--- config.mk ---
export PLATFORM = sky130hd
export DESIGN_NAME = alu_arbiter_flat
export DESIGN_NICKNAME = d
export VERILOG_FILES = /design/src/rtl/alu_arbiter_if.sv /design/src/rtl/alu_arbiter.sv /design/src/flat_wrapper.sv
export SDC_FILE = /design/constraint.sdc
export NUM_CORES = 1
export LEC_CHECK = 0
export BUFFER_PORTS_ARGS = -buffer_cell sky130_fd_sc_hd__buf_2
export CORE_AREA = 2 2 109 111
export CTS_CLUSTER_SIZE = 24
export DETAILED_ROUTE_END_ITERATION = 10
export DIE_AREA = 0 0 111 113
export GPL_TIMING_DRIVEN = 0
export PLACE_DENSITY = 0.88
export SETUP_SLACK_MARGIN = 0.15
export SLEW_MARGIN = 20
export SYNTH_ARGS = -nofsm -noshare
export SYNTH_HDL_FRONTEND = slang
export SYNTH_SLANG_ARGS = --single-unit
--- constraint.sdc ---
create_clock -name clock -period 4.7 [get_ports clock]
set_input_delay 0.94 -clock clock [delete_from_list [all_inputs] [get_ports clock]]
set_output_delay 0.94 -clock clock [all_outputs]
set_load 0.01 [all_outputs]
--- src/rtl/alu_arbiter_if.sv ---
// +--------------------------------------------------------------------+
// | alu_arbiter_if : requester, shared-ALU and response bus bundle     |
// | Revision 1.0                                                       |
// +--------------------------------------------------------------------+
`default_nettype none

interface alu_arbiter_if #(
  parameter int WIDTH = 32
);
  logic             r0_valid;
  logic             r0_ready;
  logic [3:0]       r0_op;
  logic [WIDTH-1:0] r0_a;
  logic [WIDTH-1:0] r0_b;

  logic             r1_valid;
  logic             r1_ready;
  logic [3:0]       r1_op;
  logic [WIDTH-1:0] r1_a;
  logic [WIDTH-1:0] r1_b;

  logic [3:0]       alu_op;
  logic [WIDTH-1:0] alu_a;
  logic [WIDTH-1:0] alu_b;
  logic [WIDTH-1:0] alu_y;

  logic             rsp_valid;
  logic             rsp_ready;
  logic             rsp_id;
  logic [WIDTH-1:0] rsp_data;
  logic             rsp_err;

  logic             busy;

  modport slave (
    input  r0_valid, r0_op, r0_a, r0_b,
    output r0_ready,
    input  r1_valid, r1_op, r1_a, r1_b,
    output r1_ready,
    output alu_op, alu_a, alu_b,
    input  alu_y,
    output rsp_valid, rsp_id, rsp_data, rsp_err,
    input  rsp_ready,
    output busy
  );

  modport master (
    output r0_valid, r0_op, r0_a, r0_b,
    input  r0_ready,
    output r1_valid, r1_op, r1_a, r1_b,
    input  r1_ready,
    input  alu_op, alu_a, alu_b,
    output alu_y,
    input  rsp_valid, rsp_id, rsp_data, rsp_err,
    output rsp_ready,
    input  busy
  );
endinterface

`default_nettype wire

--- src/rtl/alu_arbiter.sv ---
// +--------------------------------------------------------------------+
// | alu_arbiter : round-robin arbiter sharing one ALU between two      |
// | requesters, with fixed MUL/DIV latency and error reporting.        |
// | Revision 1.0                                                       |
// +--------------------------------------------------------------------+
`default_nettype none

module alu_arbiter #(
  parameter int WIDTH      = 32,
  parameter int MULDIV_LAT = 3
) (
  input  logic         clock,
  input  logic         reset,
  alu_arbiter_if.slave bus
);

  localparam logic [3:0] c_op_pass = 4'h2;
  localparam logic [3:0] c_op_add  = 4'h3;
  localparam logic [3:0] c_op_sub  = 4'h4;
  localparam logic [3:0] c_op_mul  = 4'h5;
  localparam logic [3:0] c_op_div  = 4'h6;
  localparam logic [3:0] c_op_and  = 4'h8;
  localparam logic [3:0] c_op_or   = 4'h9;
  localparam logic [3:0] c_op_xor  = 4'hA;
  localparam logic [3:0] c_op_shl  = 4'hE;
  localparam logic [3:0] c_op_shr  = 4'hF;

  // Counter counts remaining EXEC cycles beyond the final capture cycle.
  localparam logic [2:0] c_muldiv_cnt = 3'(MULDIV_LAT - 1);

  typedef enum logic [1:0] {
    ST_IDLE = 2'd0,
    ST_EXEC = 2'd1,
    ST_DONE = 2'd2
  } state_e;

  function automatic logic is_legal(input logic [3:0] op);
    case (op)
      c_op_pass, c_op_add, c_op_sub, c_op_mul, c_op_div,
      c_op_and, c_op_or, c_op_xor, c_op_shl, c_op_shr: is_legal = 1'b1;
      default:                                         is_legal = 1'b0;
    endcase
  endfunction

  state_e           state_q, state_d;
  logic [2:0]       cnt_q, cnt_d;
  logic             last_grant_q, last_grant_d;
  logic [3:0]       op_q, op_d;
  logic [WIDTH-1:0] a_q, a_d;
  logic [WIDTH-1:0] b_q, b_d;
  logic             id_q, id_d;
  logic             rsp_valid_q, rsp_valid_d;
  logic             rsp_id_q, rsp_id_d;
  logic [WIDTH-1:0] rsp_data_q, rsp_data_d;
  logic             rsp_err_q, rsp_err_d;

  logic             grant_id;
  logic             accept;
  logic [3:0]       req_op;
  logic [WIDTH-1:0] req_a;
  logic [WIDTH-1:0] req_b;

  // On a tie the requester that was not served last wins; otherwise the
  // lone valid requester is chosen.
  always_comb begin
    if (bus.r0_valid && bus.r1_valid) begin
      grant_id = ~last_grant_q;
    end else begin
      grant_id = bus.r1_valid;
    end
  end

  assign bus.r0_ready = reset && (state_q == ST_IDLE) && bus.r0_valid && !grant_id;
  assign bus.r1_ready = reset && (state_q == ST_IDLE) && bus.r1_valid &&  grant_id;
  assign accept       = bus.r0_ready || bus.r1_ready;

  assign req_op = grant_id ? bus.r1_op : bus.r0_op;
  assign req_a  = grant_id ? bus.r1_a  : bus.r0_a;
  assign req_b  = grant_id ? bus.r1_b  : bus.r0_b;

  always_comb begin
    state_d      = state_q;
    cnt_d        = cnt_q;
    last_grant_d = last_grant_q;
    op_d         = op_q;
    a_d          = a_q;
    b_d          = b_q;
    id_d         = id_q;
    rsp_valid_d  = rsp_valid_q;
    rsp_id_d     = rsp_id_q;
    rsp_data_d   = rsp_data_q;
    rsp_err_d    = rsp_err_q;

    case (state_q)
      ST_IDLE: begin
        if (accept) begin
          id_d         = grant_id;
          last_grant_d = grant_id;
          op_d         = req_op;
          a_d          = req_a;
          b_d          = req_b;
          cnt_d        = ((req_op == c_op_mul) || (req_op == c_op_div)) ? c_muldiv_cnt : 3'd0;
          state_d      = ST_EXEC;
        end
      end

      ST_EXEC: begin
        if (cnt_q != 3'd0) begin
          cnt_d = cnt_q - 3'd1;
        end else begin
          rsp_valid_d = 1'b1;
          rsp_id_d    = id_q;
          // Divide-by-zero overrides whatever the ALU produced.
          if ((op_q == c_op_div) && (b_q == '0)) begin
            rsp_data_d = '1;
            rsp_err_d  = 1'b1;
          end else if (!is_legal(op_q)) begin
            rsp_data_d = '0;
            rsp_err_d  = 1'b1;
          end else begin
            rsp_data_d = bus.alu_y;
            rsp_err_d  = 1'b0;
          end
          state_d = ST_DONE;
        end
      end

      ST_DONE: begin
        if (bus.rsp_ready) begin
          rsp_valid_d = 1'b0;
          state_d     = ST_IDLE;
        end
      end

      default: begin
        state_d = ST_IDLE;
      end
    endcase
  end

  always_ff @(posedge clock) begin
    if (!reset) begin
      state_q      <= ST_IDLE;
      cnt_q        <= 3'd0;
      last_grant_q <= 1'b1;
      op_q         <= c_op_pass;
      a_q          <= '0;
      b_q          <= '0;
      id_q         <= 1'b0;
      rsp_valid_q  <= 1'b0;
      rsp_id_q     <= 1'b0;
      rsp_data_q   <= '0;
      rsp_err_q    <= 1'b0;
    end else begin
      state_q      <= state_d;
      cnt_q        <= cnt_d;
      last_grant_q <= last_grant_d;
      op_q         <= op_d;
      a_q          <= a_d;
      b_q          <= b_d;
      id_q         <= id_d;
      rsp_valid_q  <= rsp_valid_d;
      rsp_id_q     <= rsp_id_d;
      rsp_data_q   <= rsp_data_d;
      rsp_err_q    <= rsp_err_d;
    end
  end

  // ALU operands come only from the latched request so they stay stable
  // for the whole operation and until the next accept.
  assign bus.alu_op    = op_q;
  assign bus.alu_a     = a_q;
  assign bus.alu_b     = b_q;

  assign bus.rsp_valid = rsp_valid_q;
  assign bus.rsp_id    = rsp_id_q;
  assign bus.rsp_data  = rsp_data_q;
  assign bus.rsp_err   = rsp_err_q;
  assign bus.busy      = (state_q != ST_IDLE);

endmodule

`default_nettype wire

--- src/flat_wrapper.sv ---
// flat-port wrapper written by rule: the top's interface ports become plain ports
module alu_arbiter_flat 
#(
  parameter int WIDTH      = 32,
  parameter int MULDIV_LAT = 3
)
  (clock, reset, bus_r0_valid, bus_r0_op, bus_r0_a, bus_r0_b, bus_r0_ready, bus_r1_valid, bus_r1_op, bus_r1_a, bus_r1_b, bus_r1_ready, bus_alu_op, bus_alu_a, bus_alu_b, bus_alu_y, bus_rsp_valid, bus_rsp_id, bus_rsp_data, bus_rsp_err, bus_rsp_ready, bus_busy);
  alu_arbiter_if #(.WIDTH(WIDTH)) bus_i ();
  input  logic clock;
  input  logic reset;
  input wire logic [$bits(bus_i.r0_valid)-1:0] bus_r0_valid;
  input wire logic [$bits(bus_i.r0_op)-1:0] bus_r0_op;
  input wire logic [$bits(bus_i.r0_a)-1:0] bus_r0_a;
  input wire logic [$bits(bus_i.r0_b)-1:0] bus_r0_b;
  output wire logic [$bits(bus_i.r0_ready)-1:0] bus_r0_ready;
  input wire logic [$bits(bus_i.r1_valid)-1:0] bus_r1_valid;
  input wire logic [$bits(bus_i.r1_op)-1:0] bus_r1_op;
  input wire logic [$bits(bus_i.r1_a)-1:0] bus_r1_a;
  input wire logic [$bits(bus_i.r1_b)-1:0] bus_r1_b;
  output wire logic [$bits(bus_i.r1_ready)-1:0] bus_r1_ready;
  output wire logic [$bits(bus_i.alu_op)-1:0] bus_alu_op;
  output wire logic [$bits(bus_i.alu_a)-1:0] bus_alu_a;
  output wire logic [$bits(bus_i.alu_b)-1:0] bus_alu_b;
  input wire logic [$bits(bus_i.alu_y)-1:0] bus_alu_y;
  output wire logic [$bits(bus_i.rsp_valid)-1:0] bus_rsp_valid;
  output wire logic [$bits(bus_i.rsp_id)-1:0] bus_rsp_id;
  output wire logic [$bits(bus_i.rsp_data)-1:0] bus_rsp_data;
  output wire logic [$bits(bus_i.rsp_err)-1:0] bus_rsp_err;
  input wire logic [$bits(bus_i.rsp_ready)-1:0] bus_rsp_ready;
  output wire logic [$bits(bus_i.busy)-1:0] bus_busy;
  assign bus_i.r0_valid = bus_r0_valid;
  assign bus_i.r0_op = bus_r0_op;
  assign bus_i.r0_a = bus_r0_a;
  assign bus_i.r0_b = bus_r0_b;
  assign bus_r0_ready = bus_i.r0_ready;
  assign bus_i.r1_valid = bus_r1_valid;
  assign bus_i.r1_op = bus_r1_op;
  assign bus_i.r1_a = bus_r1_a;
  assign bus_i.r1_b = bus_r1_b;
  assign bus_r1_ready = bus_i.r1_ready;
  assign bus_alu_op = bus_i.alu_op;
  assign bus_alu_a = bus_i.alu_a;
  assign bus_alu_b = bus_i.alu_b;
  assign bus_i.alu_y = bus_alu_y;
  assign bus_rsp_valid = bus_i.rsp_valid;
  assign bus_rsp_id = bus_i.rsp_id;
  assign bus_rsp_data = bus_i.rsp_data;
  assign bus_rsp_err = bus_i.rsp_err;
  assign bus_i.rsp_ready = bus_rsp_ready;
  assign bus_busy = bus_i.busy;
  alu_arbiter #(.WIDTH(WIDTH), .MULDIV_LAT(MULDIV_LAT)) u_core (.clock(clock), .reset(reset), .bus(bus_i));
endmodule
# Word-level counts from Yosys, hierarchy flattened
# Memories as Yosys holds them, arrays and structs flattened. A register that Yosys moved wholly into a read port is not among the register bits.
# Cells that the tools add are included.
[word_totals]
register_bits = 110
romBits = 16
output_inout_bits = 106
word_cells = 69
mem_count = 1
[mem_list]
columns = ["memory", "words", "width", "rd", "rd_ports_with_merged_regs", "wr", "line_no", "source"]
rows = [
  ["(no name shown)", 16, 1, 1, 1, 0, "alu_arbiter.sv:38", "case (op)"],
]
[op_classes]
addsub = 1
n_eq_ne = 9
mux = 24
bitwise_logic = 2
n_reduce_logical = 21
[op_table]
columns = ["operator", "count"]
rows = [
  ["$mux 32", 4],
  ["$logic_not 32->1", 1],
  ["$eq 4x3->1 const B", 3],
  ["$mux 4", 3],
  ["$reduce_and 3->1", 3],
  ["$mux 1", 8],
  ["$mux 2", 4],
  ["$logic_and 1x1->1", 7],
  ["$mux 3", 2],
  ["$pmux 2 s3", 1],
  ["$pmux 3 s2", 1],
  ["$reduce_bool 2->1", 3],
  ["$ne 2x1->1 const B", 2],
  ["$ne 2x2->1 const B", 2],
  ["$reduce_and 2->1", 2],
  ["$reduce_bool 3->1", 1],
  ["$sub 3x1->3 const B", 1],
  ["$eq 2x1->1 const B", 1],
  ["$eq 2x2->1 const B", 1],
  ["$logic_not 2->1", 1],
  ["$logic_or 1x1->1", 2],
  ["$not 1->1", 2],
  ["$pmux 1 s2", 1],
  ["$logic_not 1->1", 1],
]

# Depth between registers and ports, before layout
[depth]
word_depth = 8
ltp_mapped = 7
mapped_depth_nobuf = 7

# Least setup slack after synthesis
# OpenSTA, ideal clock, no wires.
[synth_path]
path_type = "input to output"
from = "in bus_r1_valid"
to = "out bus_r0_ready"
t_arrival_ps = 1925
path_slack_ps = 1835
stages = 5
path_buffers = 3
cell_sequence = "a21boi_1 buf_2 buf_2 buf_4 nor3b_1"
[synth_between]
elab_chain_len = 4
[synth_rtl]
columns = ["item", "line_no", "source"]
rows = [
  ["start: declaration", "flat_wrapper.sv:16", "input wire logic [$bits(bus_i.r1_valid)-1:0] bus_r1_valid;"],
  ["$logic_and 1x1->1", "alu_arbiter.sv:66", "if (bus.r0_valid && bus.r1_valid) begin"],
  ["$mux 1 *", "alu_arbiter.sv:66", ""],
  ["$logic_not 1->1 *", "alu_arbiter.sv:73", "assign bus.r0_ready = reset && (state_q == ST_IDLE) && bus.r0_valid && !grant_id;"],
  ["$logic_and 1x1->1 *", "alu_arbiter.sv:73", ""],
  ["end: declaration", "flat_wrapper.sv:15", "output wire logic [$bits(bus_i.r0_ready)-1:0] bus_r0_ready;"],
]
# Every way passes the cells marked *; elsewhere a longest branch is shown, timed or not.

# Worst setup path in the final report
[layout_path]
from = "in bus_r1_valid"
to = "out bus_r1_ready"
[layout_between]
elab_chain_len = 3
word_cells_on_any_way = 4
classes_between = "mux (1); reduce/logical (3)"
[layout_rtl]
columns = ["item", "line_no", "source"]
rows = [
  ["$logic_and 1x1->1", "alu_arbiter.sv:66", ""],
  ["$mux 1", "alu_arbiter.sv:66", ""],
  ["$logic_and 1x1->1 *", "alu_arbiter.sv:74", "assign bus.r1_ready = reset && (state_q == ST_IDLE) && bus.r1_valid && grant_id;"],
  ["end: declaration", "flat_wrapper.sv:20", "output wire logic [$bits(bus_i.r1_ready)-1:0] bus_r1_ready;"],
]
# Marked as above.

==> insert_results.sql <==
INSERT INTO impl_metrics (metric_group, metric, value, unit) VALUES
('clock_network', 'h-tree-depth', '3', ''),
('hold_path', 'worstHoldStart', 'u_core.id_q$_SDFFE_PN0N_', ''),
('clock_network', 'clock_path_buffers', '2', ''),
('synthesis', 'ys_dominant_reg_cell', 'dfxtp_1', ''),
('worst_setup_path', 'critical_path_required', '3.76', 'ns'),
('synthesis', 'synth_compound_gate_area_share', '24.6', '%'),
('worst_setup_path', 'worst-endpoint-arrival', '2.47', 'ns'),
('routing', 'num_vias', '5164', ''),
('floorplan', 'ios', '279', ''),
('clock_network', 'cts_inserted_buffers', '9', ''),
('timing', 'max_freq', '293', 'MHz'),
('placement', 'globalplace.congestion', '0.870', ''),
('synthesis', 'post_synth_mux_area_share', '13.9', '%'),
('grt', 'grt_pass1_vias', '5164', ''),
('routing', 'drt.antenna.violating_nets', '0', ''),
('worst_setup_path', 'crit_path_max_fanout', '10', ''),
('timing', 'final_setup_vio_count', '0', ''),
('timing', 'grt_setup_unrepaired', 'false', ''),
('floorplan', 'placeableCoreArea', '11300', 'µm²'),
('routing', 'postRouteWirelength', '15800', 'µm'),
('grt', 'largest_net_degree_at_the_start_of_global_routing', '19', ''),
('synthesis', 'synth_top_area_cell', 'dfxtp_1', ''),
('clock_network', 'clock_insertion_delay_worst_skew', '0.34', 'ns'),
('routing', 'wl_per_cell', '16.3', 'µm'),
('grt', 'grtUsageTotal', '24.3', '%'),
('job', 'timing.max_cap.violations', '0', ''),
('timing', 'finalHoldViolations', '0', ''),
('hold_path', 'worst_hold_path_type', 'reg2reg', ''),
('synthesis', 'synth.avg_cell_area', '9.43', 'µm²'),
('power_and_ir_drop', 'p_per_area', '375', 'nW/µm²'),
('outcome', 'outcome', 'complete, no violations', ''),
('clock_network', 'cts_stage_hold_buffer_count', '0', ''),
('synthesis', 'count_of_warnings_emitted_by_yosys', '0', ''),
('worst_setup_path', 'crit_type', 'in2out', ''),
('power_and_ir_drop', 'p_total', '2.57', 'mW'),
('timing', 'slew_headroom', '47.8', '%'),
('synthesis', 'synth_largest_type_area_fraction', '44.5', '%'),
('synthesis', 'async_reset_ff_share', '0', '%'),
('cells_and_area', 'instances_no_fill', '966', ''),
('clock_network', 'cts.sinks', '111', ''),
('synthesis', 'synthesis.nets', '704', ''),
('routing', 'route.detailed.drc', '0', ''),
('worst_setup_path', 'crit_path_start', 'bus_r1_valid', ''),
('placement', 'placedCellCount', '950', ''),
('synthesis', 'synth_area_leaders', 'dfxtp_1 (45%), mux2i_1 (14%), o211a_1 (13%), a21oi_1 (6.6%), nand2_1 (5.6%)', ''),
('hold_path', 'hold_depth', '2', ''),
('synthesis', 'yosysUniqueCellTypes', '41', ''),
('placement', 'dp.final_hpwl', '12400', 'µm'),
('synthesis', 'synth_commonest_cells', 'dfxtp_1 (111), nand2_1 (74), mux2i_1 (68)', ''),
('power_and_ir_drop', 'worst_vdd_rail_ir_drop', '0.000277', 'V'),
('worst_setup_path', 'crit_path_end', 'bus_r1_ready', ''),
('worst_setup_path', 'critical_path.endpoint_type', 'primary output', ''),
('synthesis', 'synthCells', '529', ''),
('power_and_ir_drop', 'cellLeakagePower', '3.90', 'nW'),
('floorplan', 'design.die.area', '12500', 'µm²'),
('clock_network', 'ctsRootBufferMaster', 'clkbuf_16', ''),
('floorplan', 'core.rowCount', '39', ''),
('cells_and_area', 'antenna_cells', '0', ''),
('worst_setup_path', 'worstReg2RegStart', 'u_core.bus.alu_b[1]$_SDFFE_PN0N_', ''),
('timing', 'layout_worst_path_cycle_share', '72.6', '%'),
('worst_setup_path', 'rrSetupSlack', '2.25', 'ns'),
('floorplan', 'die_height', '113', 'µm'),
('timing', 'worst_slew_pin_slew', '0.777', 'ns'),
('worst_setup_path', 'reg2reg_to', 'u_core.bus.rsp_data[20]$_SDFFE_PN0P_', ''),
('worst_setup_path', 'start_kind', 'input pin', ''),
('synthesis', 'synth_most_common_cell', 'dfxtp_1', ''),
('clock_network', 'post_cts_resize_count', '0', ''),
('synthesis', 'post_synth_fa_ha_maj_area_fraction', '0.501', '%'),
('synthesis', 'yosysSeqAreaShare', '44.5', '%'),
('cells_and_area', 'fraction_of_final_layout_cells_with_drive_strength_greater_than_1', '38.9', '%'),
('grt', 'grt_first_pass_wirelength', '24800', 'µm');
through the flow:
step                      setup slack (ns)  util, %  instance area [µm²]
after floorplan                       1.83        -                 4990
after global placement                1.27     58.2                 6560
after detailed placement              1.26     58.2                 6560
after CTS                             1.26     60.7                 6840
after global routing                  1.16     60.7                 6840
final                                 1.29     60.7                 6840
flip-flops by register name, indices dropped and copies added (netlist names), named ones only:
| name | flops |
|---|---|
| u_core.last_grant_q | 1 |
| u_core.bus.alu_b | 32 |
| u_core.state_q | 2 |
| u_core.bus.rsp_id | 1 |
| u_core.bus.rsp_err | 1 |
| u_core.bus.alu_op | 4 |
| u_core.bus.rsp_data | 32 |
| u_core.bus.alu_a | 32 |
| u_core.id_q | 1 |
| u_core.bus.rsp_valid | 1 |
| u_core.cnt_q | 3 |
layout make-up:
type	count	area (µm²)
sequential	111	2220
fill	1005	4430
clock inverter	6	43.8
multi-input combinational	366	2540
timing repair buffer	278	1390
clock buffer	10	239
buffer	49	221
tap	143	179
inverter	3	11.3
per-layer routing:
layer	wire length, µm	vias up	track usage, %
met5	0	-	0
met4	211	0	6.00
met3	1060	18	5.89
met2	8140	207	45.2
met1	6360	2444	28.3
li1	-	2495	-
power breakdown:
part           switching (mW)  internal, mW
Sequential             0.0798          1.07
Clock                   0.353         0.378
Combinational           0.385         0.307
worst min path at each step:
stage                                    to
2_1_floorplan  u_core.cnt_q[1]$_SDFFE_PN0P_
3_3_place_gp   u_core.cnt_q[1]$_SDFFE_PN0P_
3_5_place_dp   u_core.cnt_q[1]$_SDFFE_PN0P_
4_1_cts            u_core.id_q$_SDFFE_PN0N_
5_1_grt            u_core.id_q$_SDFFE_PN0N_
6_report           u_core.id_q$_SDFFE_PN0N_
worst max-delay path, cell delays in order:
cell      delay, ns
buf_2          0.13
a21boi_1       0.16
buf_2          0.27
buf_2          0.39
buf_4          0.27
and3_1         0.17
buf_2          0.13
cell families (layout without fill, tap and decap cells):
kind of cell / count (synthesis) / count (layout)
adder cells (fa/ha/maj): 2 / 2
buffers and inverters: 52 / 346
multiplexers: 69 / 69
XOR/XNOR: 4 / 4
AO/OA/AOI/OAI: 175 / 175
flip-flops: 111 / 111
AND/OR/NAND/NOR: 116 / 116
cells in the final DEF, fill, tap and decap left out, drive strengths merged, types with 3 or more instances in the layout:
master	Yosys	final
a21oi	66	66
nand2	74	74
mux2i	68	68
nor2	4	4
o211a	64	64
clkinv	0	3
clkbuf	26	36
xnor2	3	3
nor2b	4	4
inv	3	5
buf	23	301
dfxtp	111	111
nand3	4	4
nand3b	3	3
o21ai	37	37
nor4	9	9
No activity file was read; power rests on OpenSTA's default activity.
